==> src/rtl/edc_secded_pipe.sv <==
// edc_secded_pipe: two-stage pipelined SEC-DED decoder/corrector for the
// memory read-return path. Stage S1 computes and registers the syndrome and
// overall parity of the incoming word; stage S2 classifies the error,
// corrects single-bit data errors and registers the result. Both sides use a
// valid/ready handshake with full throughput and no bubbles.
//
// Optional feature: define EDC_ERR_LOG_EN to add a first-error log (address
// tag carried with each word, sticky valid, UE taking precedence over CE).
// The default build (macro undefined) has no log ports or registers.
module edc_secded_pipe #(
  parameter int DATA_W = 32,
  parameter int CHK_W  = 7,
  parameter int CNT_W  = 16
) (
  input  logic              i_clk,
  input  logic              i_reset,
  input  logic              i_valid,
  output logic              o_ready,
  input  logic [DATA_W-1:0] i_data,
  input  logic [CHK_W-1:0]  i_chk,
  output logic              o_valid,
  input  logic              i_ready,
  output logic [DATA_W-1:0] o_data,
  output logic              o_err,
  output logic              o_corr,
  output logic              o_ue,
`ifdef EDC_ERR_LOG_EN
  input  logic [31:0]       i_addr,
  output logic              o_log_valid,
  output logic [31:0]       o_log_addr,
  output logic              o_log_ue,
`endif
  input  logic              i_cnt_clr,
  output logic [CNT_W-1:0]  o_ce_count,
  output logic [CNT_W-1:0]  o_ue_count
);

  // Smallest r with 2^r >= dw + r + 1 (number of Hamming check bits).
  function automatic int calc_r(input int dw);
    int r;
    r = 8;
    for (int k = 8; k >= 1; k--) begin
      if ((1 << k) >= (dw + k + 1)) begin
        r = k;
      end else begin
        r = r;
      end
    end
    return r;
  endfunction

  localparam int R = CHK_W - 1;       // Hamming check bits; chk[R] is overall parity
  localparam int N = DATA_W + R;      // highest valid codeword position

  localparam logic [R-1:0]     N_POS   = R'(N);
  localparam logic [CNT_W-1:0] CNT_ONE = CNT_W'(1);
  localparam logic [CNT_W-1:0] CNT_MAX = '1;

  // Codeword position of every data bit, packed R bits per entry. Data bits
  // take the non-power-of-two positions in ascending order (3, 5, 6, 7, 9...).
  function automatic logic [DATA_W*R-1:0] build_pos();
    logic [DATA_W*R-1:0] tbl;
    int                  j;
    tbl = '0;
    j   = 0;
    for (int p = 1; p <= N; p++) begin
      if ((p & (p - 1)) != 0) begin
        if (j < DATA_W) begin
          tbl[j*R +: R] = p[R-1:0];
        end else begin
          tbl = tbl;
        end
        j++;
      end else begin
        j = j;
      end
    end
    return tbl;
  endfunction

  localparam logic [DATA_W*R-1:0] DPOS = build_pos();

  // Parameter legality is checked at elaboration.
  if (DATA_W < 8 || DATA_W > 64) begin : g_bad_data_w
    $error("edc_secded_pipe: DATA_W=%0d outside 8..64", DATA_W);
  end
  if (CHK_W != calc_r(DATA_W) + 1) begin : g_bad_chk_w
    $error("edc_secded_pipe: CHK_W=%0d, DATA_W=%0d needs %0d", CHK_W, DATA_W, calc_r(DATA_W) + 1);
  end

  // ---------------------------------------------------------------------
  // Handshake: a stage may load when it is empty or its successor loads.
  // ---------------------------------------------------------------------
  logic s1_v_q, s1_v_d;
  logic s2_v_q, s2_v_d;
  logic s1_en_s, s2_en_s, xfer_s;

  assign s2_en_s = !s2_v_q || i_ready;
  assign s1_en_s = !s1_v_q || s2_en_s;
  assign o_ready = s1_en_s && !i_reset;
  assign xfer_s  = s1_v_q && s2_en_s;

  // ---------------------------------------------------------------------
  // S1: syndrome and overall parity of the received word
  // ---------------------------------------------------------------------
  logic [R-1:0]      syn_s;
  logic              par_s;
  logic [DATA_W-1:0] s1_data_q, s1_data_d;
  logic [R-1:0]      s1_syn_q, s1_syn_d;
  logic              s1_par_q, s1_par_d;

  // Syndrome = XOR of positions of set bits; check bit i lives at 2^i.
  always_comb begin
    syn_s = '0;
    for (int j = 0; j < DATA_W; j++) begin
      if (i_data[j]) begin
        syn_s = syn_s ^ DPOS[j*R +: R];
      end else begin
        syn_s = syn_s;
      end
    end
    for (int i = 0; i < R; i++) begin
      syn_s[i] = syn_s[i] ^ i_chk[i];
    end
    par_s = (^i_data) ^ (^i_chk);
  end

  // S1 next state: load a new word (or bubble) whenever S1 can advance.
  always_comb begin
    s1_v_d    = s1_v_q;
    s1_data_d = s1_data_q;
    s1_syn_d  = s1_syn_q;
    s1_par_d  = s1_par_q;
    if (s1_en_s) begin
      s1_v_d    = i_valid;
      s1_data_d = i_data;
      s1_syn_d  = syn_s;
      s1_par_d  = par_s;
    end else begin
      s1_v_d    = s1_v_q;
    end
  end

  // S1 registers with synchronous reset.
  always_ff @(posedge i_clk) begin
    if (i_reset) begin
      s1_v_q    <= 1'b0;
      s1_data_q <= '0;
      s1_syn_q  <= '0;
      s1_par_q  <= 1'b0;
    end else begin
      s1_v_q    <= s1_v_d;
      s1_data_q <= s1_data_d;
      s1_syn_q  <= s1_syn_d;
      s1_par_q  <= s1_par_d;
    end
  end

  // ---------------------------------------------------------------------
  // S2: classify, correct and register the output word
  // ---------------------------------------------------------------------
  logic              corr_s, ue_s;
  logic [DATA_W-1:0] cdata_s;
  logic [DATA_W-1:0] s2_data_q, s2_data_d;
  logic              s2_corr_q, s2_corr_d;
  logic              s2_ue_q, s2_ue_d;
  logic              s2_err_q, s2_err_d;

  // Odd parity means one error unless the syndrome names no real position;
  // even parity with a non-zero syndrome means two errors.
  always_comb begin
    corr_s  = 1'b0;
    ue_s    = 1'b0;
    cdata_s = s1_data_q;
    if (s1_par_q) begin
      if (s1_syn_q > N_POS) begin
        ue_s = 1'b1;
      end else begin
        corr_s = 1'b1;
      end
    end else begin
      if (s1_syn_q != '0) begin
        ue_s = 1'b1;
      end else begin
        ue_s = 1'b0;
      end
    end
    for (int j = 0; j < DATA_W; j++) begin
      if (corr_s && (s1_syn_q == DPOS[j*R +: R])) begin
        cdata_s[j] = ~s1_data_q[j];
      end else begin
        cdata_s[j] = s1_data_q[j];
      end
    end
  end

  // S2 next state: take S1 contents when the consumer side can advance.
  always_comb begin
    s2_v_d    = s2_v_q;
    s2_data_d = s2_data_q;
    s2_corr_d = s2_corr_q;
    s2_ue_d   = s2_ue_q;
    s2_err_d  = s2_err_q;
    if (s2_en_s) begin
      s2_v_d    = s1_v_q;
      s2_data_d = cdata_s;
      s2_corr_d = s1_v_q && corr_s;
      s2_ue_d   = s1_v_q && ue_s;
      s2_err_d  = s1_v_q && (corr_s || ue_s);
    end else begin
      s2_v_d    = s2_v_q;
    end
  end

  // S2 registers with synchronous reset.
  always_ff @(posedge i_clk) begin
    if (i_reset) begin
      s2_v_q    <= 1'b0;
      s2_data_q <= '0;
      s2_corr_q <= 1'b0;
      s2_ue_q   <= 1'b0;
      s2_err_q  <= 1'b0;
    end else begin
      s2_v_q    <= s2_v_d;
      s2_data_q <= s2_data_d;
      s2_corr_q <= s2_corr_d;
      s2_ue_q   <= s2_ue_d;
      s2_err_q  <= s2_err_d;
    end
  end

  assign o_valid = s2_v_q;
  assign o_data  = s2_data_q;
  assign o_corr  = s2_corr_q;
  assign o_ue    = s2_ue_q;
  assign o_err   = s2_err_q;

  // ---------------------------------------------------------------------
  // Saturating error statistics, counted on the S1->S2 transfer
  // ---------------------------------------------------------------------
  logic [CNT_W-1:0] ce_cnt_q, ce_cnt_d;
  logic [CNT_W-1:0] ue_cnt_q, ue_cnt_d;

  // Clear beats a coincident increment; counts stick at all-ones.
  always_comb begin
    ce_cnt_d = ce_cnt_q;
    ue_cnt_d = ue_cnt_q;
    if (i_cnt_clr) begin
      ce_cnt_d = '0;
      ue_cnt_d = '0;
    end else begin
      if (xfer_s && corr_s && (ce_cnt_q != CNT_MAX)) begin
        ce_cnt_d = ce_cnt_q + CNT_ONE;
      end else begin
        ce_cnt_d = ce_cnt_q;
      end
      if (xfer_s && ue_s && (ue_cnt_q != CNT_MAX)) begin
        ue_cnt_d = ue_cnt_q + CNT_ONE;
      end else begin
        ue_cnt_d = ue_cnt_q;
      end
    end
  end

  // Counter registers with synchronous reset.
  always_ff @(posedge i_clk) begin
    if (i_reset) begin
      ce_cnt_q <= '0;
      ue_cnt_q <= '0;
    end else begin
      ce_cnt_q <= ce_cnt_d;
      ue_cnt_q <= ue_cnt_d;
    end
  end

  assign o_ce_count = ce_cnt_q;
  assign o_ue_count = ue_cnt_q;

`ifdef EDC_ERR_LOG_EN
  // ---------------------------------------------------------------------
  // First-error log: address tag rides along in S1 and is captured on the
  // transfer of the first erroneous word; a UE may replace a logged CE.
  // ---------------------------------------------------------------------
  logic [31:0] s1_addr_q, s1_addr_d;
  logic        log_v_q, log_v_d;
  logic [31:0] log_addr_q, log_addr_d;
  logic        log_ue_q, log_ue_d;

  // Address tag follows the S1 data load.
  always_comb begin
    s1_addr_d = s1_addr_q;
    if (s1_en_s) begin
      s1_addr_d = i_addr;
    end else begin
      s1_addr_d = s1_addr_q;
    end
  end

  // Capture rule for the log; clear has priority over capture.
  always_comb begin
    log_v_d    = log_v_q;
    log_addr_d = log_addr_q;
    log_ue_d   = log_ue_q;
    if (i_cnt_clr) begin
      log_v_d    = 1'b0;
      log_addr_d = '0;
      log_ue_d   = 1'b0;
    end else if (xfer_s && (corr_s || ue_s) && (!log_v_q || (!log_ue_q && ue_s))) begin
      log_v_d    = 1'b1;
      log_addr_d = s1_addr_q;
      log_ue_d   = ue_s;
    end else begin
      log_v_d    = log_v_q;
    end
  end

  // Log registers with synchronous reset.
  always_ff @(posedge i_clk) begin
    if (i_reset) begin
      s1_addr_q  <= '0;
      log_v_q    <= 1'b0;
      log_addr_q <= '0;
      log_ue_q   <= 1'b0;
    end else begin
      s1_addr_q  <= s1_addr_d;
      log_v_q    <= log_v_d;
      log_addr_q <= log_addr_d;
      log_ue_q   <= log_ue_d;
    end
  end

  assign o_log_valid = log_v_q;
  assign o_log_addr  = log_addr_q;
  assign o_log_ue    = log_ue_q;
`endif

endmodule

==> config.mk <==
export PLATFORM = sky130hd
export DESIGN_NAME = edc_secded_pipe
export DESIGN_NICKNAME = d
export VERILOG_FILES = /design/src/rtl/edc_secded_pipe.sv
export SDC_FILE = /design/constraint.sdc
export NUM_CORES = 1
export LEC_CHECK = 0
export CAP_MARGIN = 0
export CORE_ASPECT_RATIO = 1.25
export CORE_MARGIN = 2
export CORE_UTILIZATION = 45
export CTS_BUF_LIST = sky130_fd_sc_hd__clkbuf_16
export DETAILED_ROUTE_END_ITERATION = 7
export PLACE_DENSITY = 0.72
export SYNTH_ARGS = -nofsm -noshare
export SYNTH_HDL_FRONTEND = slang
export SYNTH_SLANG_ARGS = --single-unit
==> constraint.sdc <==
create_clock -name i_clk -period 3.2 [get_ports i_clk]
set_input_delay 0.32 -clock i_clk [delete_from_list [all_inputs] [get_ports i_clk]]
set_output_delay 0.32 -clock i_clk [all_outputs]
set_load 0.1 [all_outputs]
==> flow_summary.yaml <==
status:
  status: "complete, no violations"
floorplan:
  dieArea_mm2: 0.01279
  row_count: 44
  core_area_mm2: 0.01162
  initial_core_util_pct: 46.10
  die_y_um: 126.0
  die_w_um: 101.6
  io_pins: 113
global_route:
  grt_max_degree: 77
  grt.overflow.total: 0
  antenna_found_initial: 0
  grt_first_pass_wirelength_um: 21160
  grt_pass1_vias: 4444
  grt_usage_pct: 20.53
clocking:
  hold_buffers: 0
  ctsResizeCount: 0
  clk_latency_ns: 0.35
  path_clk_slew_ns: 0.07
  cts.sinks: 108
  cts_buffers: 9
  cts-root-buf: "clkbuf_16"
  cts_setup_buffers: 0
  cts_tree: "done"
  cts_max_level: 3
  clk_path_buf_depth: 2
drt:
  first_pass_iters: 4
  routed_wl_um: 13110
  detail_route.iter0.violations: 290
  via_per_inst: 5.208
  wl_per_cell_um: 14.53
  drc_errors: 0
  ant_nets: 0
  vias: 4698
timing:
  worst_pin_slew_ns: 1.007
  hold_violations: 0
  setup_ws_ns: 0.7196
  setup_viol: 0
  fin_worst_skew_ns: 0.007232
  finalCritPeriodShare_pct: 77.51
  fmaxAchievable_mhz: 403.2
  setup_tns_ns: 0
  drv_slew: 0
  rsz0062_at_grt: "no"
  relSlewSlack_pct: 32.68
  fin_crit_ns: 2.480
setup_path:
  arrival_ns: 2.16
  slowest_stage: "clkdlybuf4s50_1"
  max_stage_delay_ns: 0.44
  crit_chain: "clkdlybuf4s50_1 > nand2b_2 > nor2_2 > buf_4 > nor2_1 > buf_12"
  critical_path_required_ns: 2.88
  critPathBufInv: 3
  crit_fanout: 40
  regToRegSetupSlack_ns: 0.92
  crit_type: "primary input to primary output"
  crit_family: "buffers and inverters"
  crit_path_end_kind: "primary output"
  start_kind: "primary input"
synthesis:
  ys_async_sr_fraction_pct: 0
  syn_area_mm2: 0.005355
  syn-num-nets: 690
  synth.area.top_cells: "dfxtp_1 (40%), xnor2_1 (12%), nand2_1 (7.1%), xor2_1 (6.1%), nor2_1 (5.8%)"
  ys.flop_type: "dfxtp_1"
  syn_inst: 644
  ys_ff_latch: 108
  netlist_top_cells_count: "dfxtp_1 (108), nand2_1 (102), nor2_1 (83)"
  syn_avg_cell_area_um2: 8.315
  synth.distinct_cells: 38
  seq_area_frac_synth_pct: 40.37
  yosysTopAreaCell: "dfxtp_1"
  synth_top_area_share_pct: 40.37
  yosys_warnings: 0
  synth_most_common_cell: "dfxtp_1"
  synth_edf_count: 0
worst_hold_path:
  hold_class: "flip-flop to flip-flop"
place:
  numPortBuffers: 112
  hpwl_um: 10020
  place_congestion: 0.8950
  dp_slack_ns: 0.6027
  place_area_mm2: 0.006581
power_and_ir_drop:
  finalPower_mw: 3.719
  switchingPower_mw: 1.303
  combPwrFrac_pct: 29.6
  p_int_mw: 2.416
  p_leak_nw: 2.427
  p_per_area_mw_per_mm2: 542.4
  power_frac_seq_pct: 42.6
  clkPwrFrac_pct: 27.7
  p_sw_share_pct: 35.04
  vdd_drop_max_mv: 0.2598
flow_run:
  drv_cap: 0
final_layout:
  fin_nets: 782
  drive_above_1_share_pct: 3.509
  final_cell_area_mm2: 0.006858
  n_antenna_cell: 0
  synthToLayoutAreaGrowth_pct: 28.06
==> worst min-delay path, cell delays in order (launching register included) <==
cell,delay (ns)
dfxtp_1,0.32
nand2_1,0.05
a21oi_1,0.05
==> area by class of cell <==
class	count	area (um^2)
Timing Repair Buffer	116	1156
Fill cell	1079	4758
Tap cell	161	201.4
Multi-Input combinational cell	494	3035
Sequential cell	108	2162
Inverter	7	26.28
Clock inverter	7	51.30
Clock buffer	9	225.2
==> registers in the layout (all words and copies together), names as in the netlist <==
| register | count |
|---|---|
| o_data | 32 |
| o_corr | 1 |
| s1_v_q | 1 |
| o_ce_count | 16 |
| o_valid | 1 |
| s1_data_q | 32 |
| s1_par_q | 1 |
| o_err | 1 |
| o_ue | 1 |
| o_ue_count | 16 |
| s1_syn_q | 6 |
==> cell usage in the layout, fill, tap and decap left out, types with 5 or more instances in the layout <==
cell type	n
a211oi_1	26
a21oi_1	42
a311oi_1	11
and3_1	7
clkbuf_16	9
clkdlybuf4s50_1	110
dfxtp_1	108
inv_1	7
nand2_1	102
nand3_1	18
nand4_1	10
nor2_1	82
nor3_1	11
nor4_1	6
o21ai_0	12
or3_1	14
xnor2_1	76
xnor3_1	5
xor2_1	37
==> logic make-up after synthesis <==
family | Yosys count | synth area share, %
AOI/OAI and AO/OA | 97 | 11.54
xor gates and xnor gates | 119 | 21.03
adders and majority gates | 2 | 0.4672
buffers and inverters | 42 | 3.037
DFF | 108 | 40.37
muxes | 3 | 0.5608
and+or+nand+nor | 273 | 22.99
==> power groups by stage <==
stage / Sequential, mW / Combinational (mW) / Clock, mW
6_report: 1.59 / 1.10 / 1.03
5_1_grt: 1.60 / 1.19 / 1.11
3_5_place_dp: 1.62 / 1.10 / 0
4_1_cts: 1.58 / 1.11 / 1.05
3_3_place_gp: 1.61 / 1.09 / 0
2_1_floorplan: 1.77 / 0.669 / 0
==> routing by layer <==
metal  GRT usage, %  vias up  part of all wire (%)
met5              0        -                     0
met4          6.995        0                   2.0
met3          3.774       19                   4.9
met2          34.33      134                    49
met1          26.35     2181                    45
li1               -     2364                     -
==> metrics by stage <==
step / utilization (%) / cells / hold slack (ns)
6_report: 59.04 / 902 / 0.4631
5_1_grt: 59.04 / 902 / 0.4792
4_1_cts: 59.04 / 902 / 0.4654
3_5_place_dp: 56.66 / 886 / 0.4560
3_3_place_gp: 56.66 / 886 / 0.4496
2_1_floorplan: - / 644 / 0.4370
==> worst paths after layout <==
path              depth (start not counted)                          end                  startpoint
setup / recovery                          6                      o_ready                     i_ready
hold / removal                            2   s1_data_q[12]$_SDFFE_PP0N_  s1_data_q[12]$_SDFFE_PP0N_
hold reg to reg                           2   s1_data_q[12]$_SDFFE_PP0N_  s1_data_q[12]$_SDFFE_PP0N_
setup reg to reg                          6  o_ue_count[10]$_SDFFE_PP0P_    s1_syn_q[1]$_SDFFE_PP0N_
No activity file was read; power rests on OpenSTA's default activity.
